==> src/rtl/fu_wb_serializer.sv <==
// ---------------------------------------------------------------------------
// fu_wb_serializer
//
// Buffers multi-result functional-unit output bundles and serialises them onto
// a single register-file write port, one write per cycle. Writes within a
// bundle are issued in ascending slot order. A one-cycle done pulse is sent to
// the ROB when a bundle has been fully written. A bundle with no valid slots
// still completes, one cycle after it reaches the head.
//
// Handshake rule (both sides): a transfer happens on a rising clk edge where
// valid && ready are both high. The producer keeps valid and its payload
// stable until that edge. wb_valid never depends on wb_ready.
//
// Ports
//   clk, rst       clock; asynchronous active-high reset
//   in_valid       FU output bundle valid
//   in_inst_id     completing instruction ID
//   in_prn         destination PRN per slot
//   in_data        64-bit result per slot
//   in_slot_valid  per-slot write enable
//   in_ready       bundle accepted when in_valid && in_ready
//   wb_valid       register-file write request
//   wb_prn         write PRN (0 while wb_valid is low)
//   wb_data        write data (0 while wb_valid is low)
//   wb_ready       register-file write port grant
//   done_valid     one-cycle completion pulse
//   done_inst_id   ID of the completed instruction
// ---------------------------------------------------------------------------
module fu_wb_serializer #(
    parameter int INST_ID_BITS = 6,
    parameter int PRN_BITS     = 6,
    parameter int MAX_OPERANDS = 3,
    parameter int DEPTH        = 4
) (
    input  logic                                    clk,
    input  logic                                    rst,
    input  logic                                    in_valid,
    input  logic [INST_ID_BITS-1:0]                 in_inst_id,
    input  logic [MAX_OPERANDS-1:0][PRN_BITS-1:0]   in_prn,
    input  logic [MAX_OPERANDS-1:0][63:0]           in_data,
    input  logic [MAX_OPERANDS-1:0]                 in_slot_valid,
    output logic                                    in_ready,
    output logic                                    wb_valid,
    output logic [PRN_BITS-1:0]                     wb_prn,
    output logic [63:0]                             wb_data,
    input  logic                                    wb_ready,
    output logic                                    done_valid,
    output logic [INST_ID_BITS-1:0]                 done_inst_id
);

    localparam int PTR_W = (DEPTH > 1) ? $clog2(DEPTH) : 1;
    localparam int SEL_W = (MAX_OPERANDS > 1) ? $clog2(MAX_OPERANDS) : 1;
    localparam logic [PTR_W:0] DEPTH_C = (PTR_W + 1)'(DEPTH);

    // Bundle storage. Payload is not reset; the masks and count decide what
    // is live, so stale payload is never observed.
    logic [INST_ID_BITS-1:0]               id_mem   [DEPTH];
    logic [MAX_OPERANDS-1:0][PRN_BITS-1:0] prn_mem  [DEPTH];
    logic [MAX_OPERANDS-1:0][63:0]         data_mem [DEPTH];
    logic [MAX_OPERANDS-1:0]               mask_mem [DEPTH];

    logic [PTR_W-1:0] rd_ptr;
    logic [PTR_W-1:0] wr_ptr;
    logic [PTR_W:0]   count;

    // Low during reset and until the first edge after it, so in_ready is
    // a pure function of registered state.
    logic ready_q;

    logic                    push;
    logic                    pop;
    logic                    head_live;
    logic [MAX_OPERANDS-1:0] head_mask;
    logic [MAX_OPERANDS-1:0] sel_onehot;
    logic [SEL_W-1:0]        sel_idx;
    logic                    sel_found;
    logic                    wb_fire;
    logic [MAX_OPERANDS-1:0] mask_after;

    assign in_ready  = ready_q && (count < DEPTH_C);
    assign push      = in_valid && in_ready;
    assign head_live = (count != '0);
    assign head_mask = mask_mem[rd_ptr];

    // Lowest-index pending slot of the head bundle.
    always_comb begin
        sel_onehot = '0;
        sel_idx    = '0;
        sel_found  = 1'b0;
        for (int i = 0; i < MAX_OPERANDS; i++) begin
            if (!sel_found && head_mask[i]) begin
                sel_found     = 1'b1;
                sel_onehot[i] = 1'b1;
                sel_idx       = SEL_W'(i);
            end
        end
    end

    assign wb_valid = head_live && (head_mask != '0);
    assign wb_fire  = wb_valid && wb_ready;

    always_comb begin
        wb_prn  = '0;
        wb_data = '0;
        if (wb_valid) begin
            wb_prn  = prn_mem[rd_ptr][sel_idx];
            wb_data = data_mem[rd_ptr][sel_idx];
        end
    end

    // Mask the head will hold after this edge; the head pops when it is
    // empty, which covers both the last write and a zero-write bundle.
    assign mask_after = wb_fire ? (head_mask & ~sel_onehot) : head_mask;
    assign pop        = head_live && (mask_after == '0);

    always_ff @(posedge clk or posedge rst) begin
        if (rst) begin
            ready_q      <= 1'b0;
            rd_ptr       <= '0;
            wr_ptr       <= '0;
            count        <= '0;
            done_valid   <= 1'b0;
            done_inst_id <= '0;
            for (int i = 0; i < DEPTH; i++) begin
                mask_mem[i] <= '0;
            end
        end else begin
            ready_q    <= 1'b1;
            done_valid <= pop;
            if (pop) begin
                done_inst_id <= id_mem[rd_ptr];
                rd_ptr       <= rd_ptr + 1'b1;
            end
            if (push) begin
                wr_ptr <= wr_ptr + 1'b1;
            end
            case ({push, pop})
                2'b10:   count <= count + 1'b1;
                2'b01:   count <= count - 1'b1;
                default: count <= count;
            endcase
            // wr_ptr == rd_ptr with a push means the FIFO is empty, so no
            // write handshake can target the same entry in that cycle.
            if (wb_fire) begin
                mask_mem[rd_ptr] <= mask_after;
            end
            if (push) begin
                mask_mem[wr_ptr] <= in_slot_valid;
            end
        end
    end

    always_ff @(posedge clk) begin
        if (push) begin
            id_mem[wr_ptr]   <= in_inst_id;
            prn_mem[wr_ptr]  <= in_prn;
            data_mem[wr_ptr] <= in_data;
        end
    end

endmodule

==> config.mk <==
export PLATFORM = sky130hd
export DESIGN_NAME = fu_wb_serializer
export DESIGN_NICKNAME = d
export VERILOG_FILES = /design/src/rtl/fu_wb_serializer.sv
export SDC_FILE = /design/constraint.sdc
export NUM_CORES = 1
export LEC_CHECK = 0
export ABC_AREA = 1
export CAP_MARGIN = 20
export CORE_MARGIN = 1
export CORE_UTILIZATION = 55
export CTS_CLUSTER_DIAMETER = 150
export DETAILED_ROUTE_END_ITERATION = 8
export GPL_ROUTABILITY_DRIVEN = 0
export PLACE_DENSITY = 0.8
export REMOVE_ABC_BUFFERS = 1
export SKIP_LAST_GASP = 1
export SLEW_MARGIN = 40
export SYNTH_ARGS = -nofsm -noshare
export SYNTH_HDL_FRONTEND = slang
export SYNTH_SLANG_ARGS = --single-unit
==> constraint.sdc <==
create_clock -name clk -period 10.1 [get_ports clk]
set_clock_uncertainty 0.2 [all_clocks]
set_input_delay 1.515 -clock clk [delete_from_list [all_inputs] [get_ports clk]]
set_output_delay 1.515 -clock clk [all_outputs]
set_load 0.05 [all_outputs]
# After elaboration in Yosys (flattened, before gate mapping)
# Memory sizes are Yosys's and may differ from the RTL's. A register that Yosys moved wholly into a read port is not among the register bits.
# Cells that the tools add are included.
# W data, S select, Z words.
dict set report classes {
  add_sub_neg 4
  n_lt_le_gt_ge 6
  n_eq_ne 2
  n_mux 27
  n_bitwise 4
  reduce_logical 15
}
# cell count
set op_table {}
lappend op_table {{$bmux W64 S2} 1}
lappend op_table {{$mux W64} 2}
lappend op_table {{$bwmux W12} 2}
lappend op_table {{$mux W12} 2}
lappend op_table {{$mux W3} 5}
lappend op_table {{$bmux W6 S2} 1}
lappend op_table {{$demux W3 S2} 2}
lappend op_table {{$mux W6} 2}
lappend op_table {{$logic_and A1 B1 Y1} 9}
lappend op_table {{$mux W1} 7}
lappend op_table {{$bmux W3 S2} 1}
lappend op_table {{$ge A3 B3 Y1 const B} 2}
lappend op_table {{$lt A3 B1 Y1 const B} 2}
lappend op_table {{$not A2 Y3} 2}
lappend op_table {{$pmux W3 S2} 1}
lappend op_table {{$reduce_bool A3 Y1} 2}
lappend op_table {{$add A2 B1 Y2 const B} 2}
lappend op_table {{$add A3 B1 Y3 const B} 1}
lappend op_table {{$and A3 B3 Y3} 1}
lappend op_table {{$logic_not A3 Y1} 1}
lappend op_table {{$lt A2 B3 Y1 const B} 1}
lappend op_table {{$lt A3 B3 Y1 const B} 1}
lappend op_table {{$not A3 Y3} 1}
lappend op_table {{$sub A3 B1 Y3 const B} 1}
lappend op_table {{other kinds (5)} 6}
dict set report word_totals {
  reg_bits 21
  ram_bits 864
  inputBits 223
  output_inout_bits 79
  word_cells 70
  n_memories 3
}
# name words word_bits rd rd_clocked_by_memory_dff write_ports line_no
set memory_table {}
lappend memory_table {data_mem 4 192 1 0 1 59} ;# logic [MAX_OPERANDS-1:0][63:0] data_mem [DEPTH];
lappend memory_table {prn_mem 4 18 1 0 1 58} ;# logic [MAX_OPERANDS-1:0][PRN_BITS-1:0] prn_mem [DEPTH];
lappend memory_table {id_mem 4 6 1 1 1 57} ;# logic [INST_ID_BITS-1:0] id_mem [DEPTH];

# Depth between registers and ports, before layout
dict set report logic_depth {
  ltp_word 18
  mapped_depth 17
  mapped_depth_nobuf 16
}

# Least setup slack after synthesis
# Ideal clock, no wire load.
dict set report synth_timing {
  path_type {input port to flip-flop}
  from {in in_valid}
  to {mem data_mem[0][0] (netlist bit) (enable)}
  setup_ps 569
  arrival_time_ps 6111
  t_required_ps 9331
  path_slack_ps 3221
  cell_stages 4
  path_buffers 0
  path_cell_list {nand2_1 > inv_1 > nand2_1 > inv_1}
}
dict set report synth_between {
  elab_chain_len 3
}
# element line_no
set synth_rtl {}
lappend synth_rtl {{start, declared} 37} ;# input logic in_valid,
lappend synth_rtl {{$logic_and A1 B1 Y1} 81} ;# assign push = in_valid && in_ready;
lappend synth_rtl {{$mux W1} 154} ;# if (push) begin
lappend synth_rtl {{$mux W1 (implied by the code)} 157} ;# data_mem[wr_ptr] <= in_data;
lappend synth_rtl {{end, declared} 59}
# Every way passes these cells.

# Worst setup path after layout
dict set report layout_timing {
  from {reg rd_ptr[1]}
  to {out wb_data[7]}
}
dict set report layout_between {
  elab_chain_len 14
  elab_cells_between_ends 18
  classes_between {mux (10); bitwise (1); reduce/logical (6); memory (1)}
}
# element line_no
set layout_rtl {}
lappend layout_rtl {{start, declared} 62} ;# logic [PTR_W-1:0] rd_ptr;
lappend layout_rtl {{start signal, assigned} 132} ;# rd_ptr <= rd_ptr + 1'b1;
lappend layout_rtl {{$not A2 Y3 (implied by the code)} 83} ;# assign head_mask = mask_mem[rd_ptr];
lappend layout_rtl {{$bmux W3 S2} 83}
lappend layout_rtl {{$mux W3 (implied by the code) (2 in a row)} 83}
lappend layout_rtl {{$mux W1} 91} ;# if (!sel_found && head_mask[i]) begin
lappend layout_rtl {{$logic_not A1 Y1} 91}
lappend layout_rtl {{$logic_and A1 B1 Y1} 91}
lappend layout_rtl {{$mux W1} 91}
lappend layout_rtl {{$logic_not A1 Y1} 91}
lappend layout_rtl {{$logic_and A1 B1 Y1} 91}
lappend layout_rtl {{$mux W2} 91}
lappend layout_rtl {{$bmux W64 S2} 107} ;# wb_data = data_mem[rd_ptr][sel_idx];
lappend layout_rtl {{$mux W64 (implied by the code)} 107}
lappend layout_rtl {{$mux W64 (*)} 105} ;# if (wb_valid) begin
lappend layout_rtl {{end, declared} 45} ;# output logic [63:0] wb_data,
# Every way passes the cells marked *; elsewhere a longest branch is shown, timed or not. The select of a mux whose other input is x is not followed.

==> results_dict.tcl <==
set metrics [dict create \
    antenna_found_initial 17 \
    grt_pass1_vias 22800 \
    fin_ws_ns 3.20 \
    crit_arrival_ns 5.18 \
    preCtsSetupSlack_ns 3.76 \
    synth_top_cells_by_area "edfxtp_1 (74%), nand2_1 (5.1%), o21ai_0 (3.6%), nor2_1 (2.5%), a21oi_1 (2.2%)" \
    async_reset_ff_share_pct 3.03 \
    drc 0 \
    endpoint_kind "primary output" \
    pin_count 302 \
    yosysMostFrequentCell "edfxtp_1" \
    synth-main-ff-cell "edfxtp_1" \
    clkLatencyLatePin_ns 0.64 \
    fmax_mhz 145 \
    ys_top_cells_by_count "edfxtp_1 (864), nand2_1 (478), o21ai_0 (256)" \
    hold_ws_ns 0.275 \
    tns_ns 0 \
    synth_top_area_cell "edfxtp_1" \
    drv_cap 0 \
    htreeDepth 3 \
    cts_buffers 89 \
    tightest_slew_ns 0.872 \
    die_x_um 255 \
    row_count 92 \
    drt-initial-drc-count 2327 \
    holdBufCountCts 0 \
    design.core.area_um2 63200 \
    clock_path_buffers 3 \
    cts_root_buf "clkbuf_16" \
    synthDominantCellAreaShare_pct 73.6 \
    p_comb_share_pct 46.8 \
    dieHeight_um 255 \
    grt_max_degree 236 \
    nets 3140 \
    portBuffers 301 \
    fin_crit_ns 6.90 \
    totalWireLength_mm 84.0 \
    seq_power_share_pct 30.3 \
    maxSlewHeadroom_pct 41.9 \
    outcome "complete, no violations" \
    vias 23100 \
    cts_setup_buffers 0 \
    grt_pass1_wl_mm 126 \
    wl_per_cell_um 21.9 \
    clockPowerShare_pct 22.9 \
    powerDensity_nw_per_um2 357 \
    ys_ff_latch 891 \
    post-dp-hpwl_mm 44.8 \
    rsz0062_at_grt "no" \
    firstDrtPassIters 8 \
    drive_above_1_share_pct 6.47 \
    min_period_over_period_pct 68.3 \
    cts_resized 0 \
    yosys_warnings 0 \
    slew_violations 0 \
    ys_seq_area_share_pct 75.6 \
    grt_overflow 0 \
    cts_tree "yes" \
    synth_edf_count 864 \
    vdd.ir_drop.worst_v 0.000326 \
    path_max_fanout 71 \
    cellLeakagePower_nw 14.3 \
    switching_power_w 0.00648 \
    hold_viol_final 0 \
    synth_area_um2 35200 \
    syn_area_per_cell_um2 13.2 \
    syn2layout_area_growth_pct 19.1 \
    start_kind "register" \
    worst-setup-path-type "register to primary output" \
    routed_via_density 6.01 \
    start_util_pct 55.7 \
    cts.sinks 891 \
    swShare_pct 43.3 \
    hold_path_class "register to register" \
    synth_cells 2672 \
    crit_required_ns 8.39 \
    cellInternalPower_w 0.00848 \
    synth.distinct_cells 34 \
    die_area_um2 65100 \
    antenna_left 0 \
    grt_use_total_pct 25.4 \
    final-setup-viol-count 0 \
    clk_pin_slew_worst_paths_ns 0.06 \
]
## final cells by class
cell class / count / area (µm²)
antenna: 10 / 25.0
clock buffer: 103 / 2310
inverter: 27 / 175
timing repair buffer: 326 / 3350
fill: 4150 / 21200
multi-input combinational: 1572 / 7640
tap: 846 / 1060
clock inverter: 63 / 752
sequential: 891 / 26600
## cells in the final DEF (no fill, tap or decap), types with 2 or more instances in the layout
cell type,instances
xnor2_1,2
o21ai_1,36
a22o_1,70
nand2_1,478
inv_2,4
inv_6,4
inv_12,2
nor2_1,231
clkbuf_8,3
buf_4,6
buf_12,2
nand2_2,5
buf_16,4
nand4_1,12
clkdlybuf4s50_1,301
a31oi_1,70
o22ai_1,76
clkinv_1,15
clkbuf_1,11
o21ai_0,256
clkinvlp_4,6
nand2_8,2
buf_6,13
clkinv_2,19
inv_16,5
dfrtp_1,25
clkbuf_16,89
a21oi_1,157
bufinv_16,14
inv_1,16
nand3_4,2
edfxtp_1,864
ha_1,9
inv_8,2
nand3_2,2
nand3_1,157
dfrtp_4,2
diode_2,10
## through the flow
| stage | area (µm²) | util (%) | power (W) | instances |
|---|---|---|---|---|
| CTS | 41800 | 66.2 | 0.0150 | 3825 |
| detailed placement | 38800 | 61.4 | 0.0115 | 3659 |
| finish | 41900 | 66.4 | 0.0150 | 3838 |
| global route | 41900 | 66.4 | 0.0156 | 3835 |
| global placement | 38600 | 61.2 | 0.0113 | 3657 |
| floorplan | 34300 | - | 0.00937 | 2490 |
## kinds of logic (layout without fill, tap and decap cells)
family | count (synthesis) | after routing | synth area share (%)
AND/OR/NAND/NOR | 892 | 892 | 10.4
flip-flops | 891 | 891 | 75.6
AO/OA/AOI/OAI | 666 | 666 | 10.8
buffers and inverters | 209 | 519 | 2.80
adder cells (fa/ha/maj) | 10 | 10 | 0.376
XOR/XNOR | 3 | 3 | 0.0746
other | 1 | 11 | 0.0106
## routing by layer
metal / vias up / share of wire (%) / track usage [%]
met5: - / 0.16 / 0
met2: 1101 / 50 / 42.0
li1: 10400 / - / -
met4: 20 / 3.0 / 10.7
met1: 11400 / 38 / 32.3
met3: 185 / 8.8 / 5.79
## state kept, by name, summed over array words and instances (netlist names)
signal / flops
data_mem: 768
prn_mem: 72
id_mem: 24
mask_mem: 12
done_inst_id: 6
count: 3
rd_ptr: 2
wr_ptr: 2
done_valid: 1
ready_q: 1
## path summary, 6_finish.rpt
kind,startpoint,to,slack [ns],cells after the start
min in group asynchronous,rst,done_inst_id[4],1.05,2
worst max register to register,rd_ptr[0],count[2],5.68,16
worst max-delay path,rd_ptr[1],wb_data[7],3.20,10
worst min-delay path,done_inst_id[4],done_inst_id[4],0.28,2
max in group asynchronous,rst,rd_ptr[0],8.20,2
worst min register to register,done_inst_id[4],done_inst_id[4],0.28,2
## power groups by stage
| stage | logic [W] | registers (W) | clock network [W] |
|---|---|---|---|
| floorplan | 0.00452 | 0.00486 | 0 |
| global placement | 0.00672 | 0.00459 | 0 |
| detailed placement | 0.00690 | 0.00461 | 0 |
| CTS | 0.00695 | 0.00454 | 0.00346 |
| global route | 0.00746 | 0.00456 | 0.00360 |
| finish | 0.00700 | 0.00454 | 0.00342 |
## critical path, stage by stage (launching register included)
cell and delay (ns):
dfrtp_4 0.68, buf_4 0.75, buf_6 0.58, buf_4 0.44
buf_12 0.28, a21oi_1 0.07, a22o_1 0.21, o21ai_0 0.32
a31oi_1 0.09, nor2_1 0.15, clkdlybuf4s50_1 0.83
No activity file was read; power rests on OpenSTA's default activity.
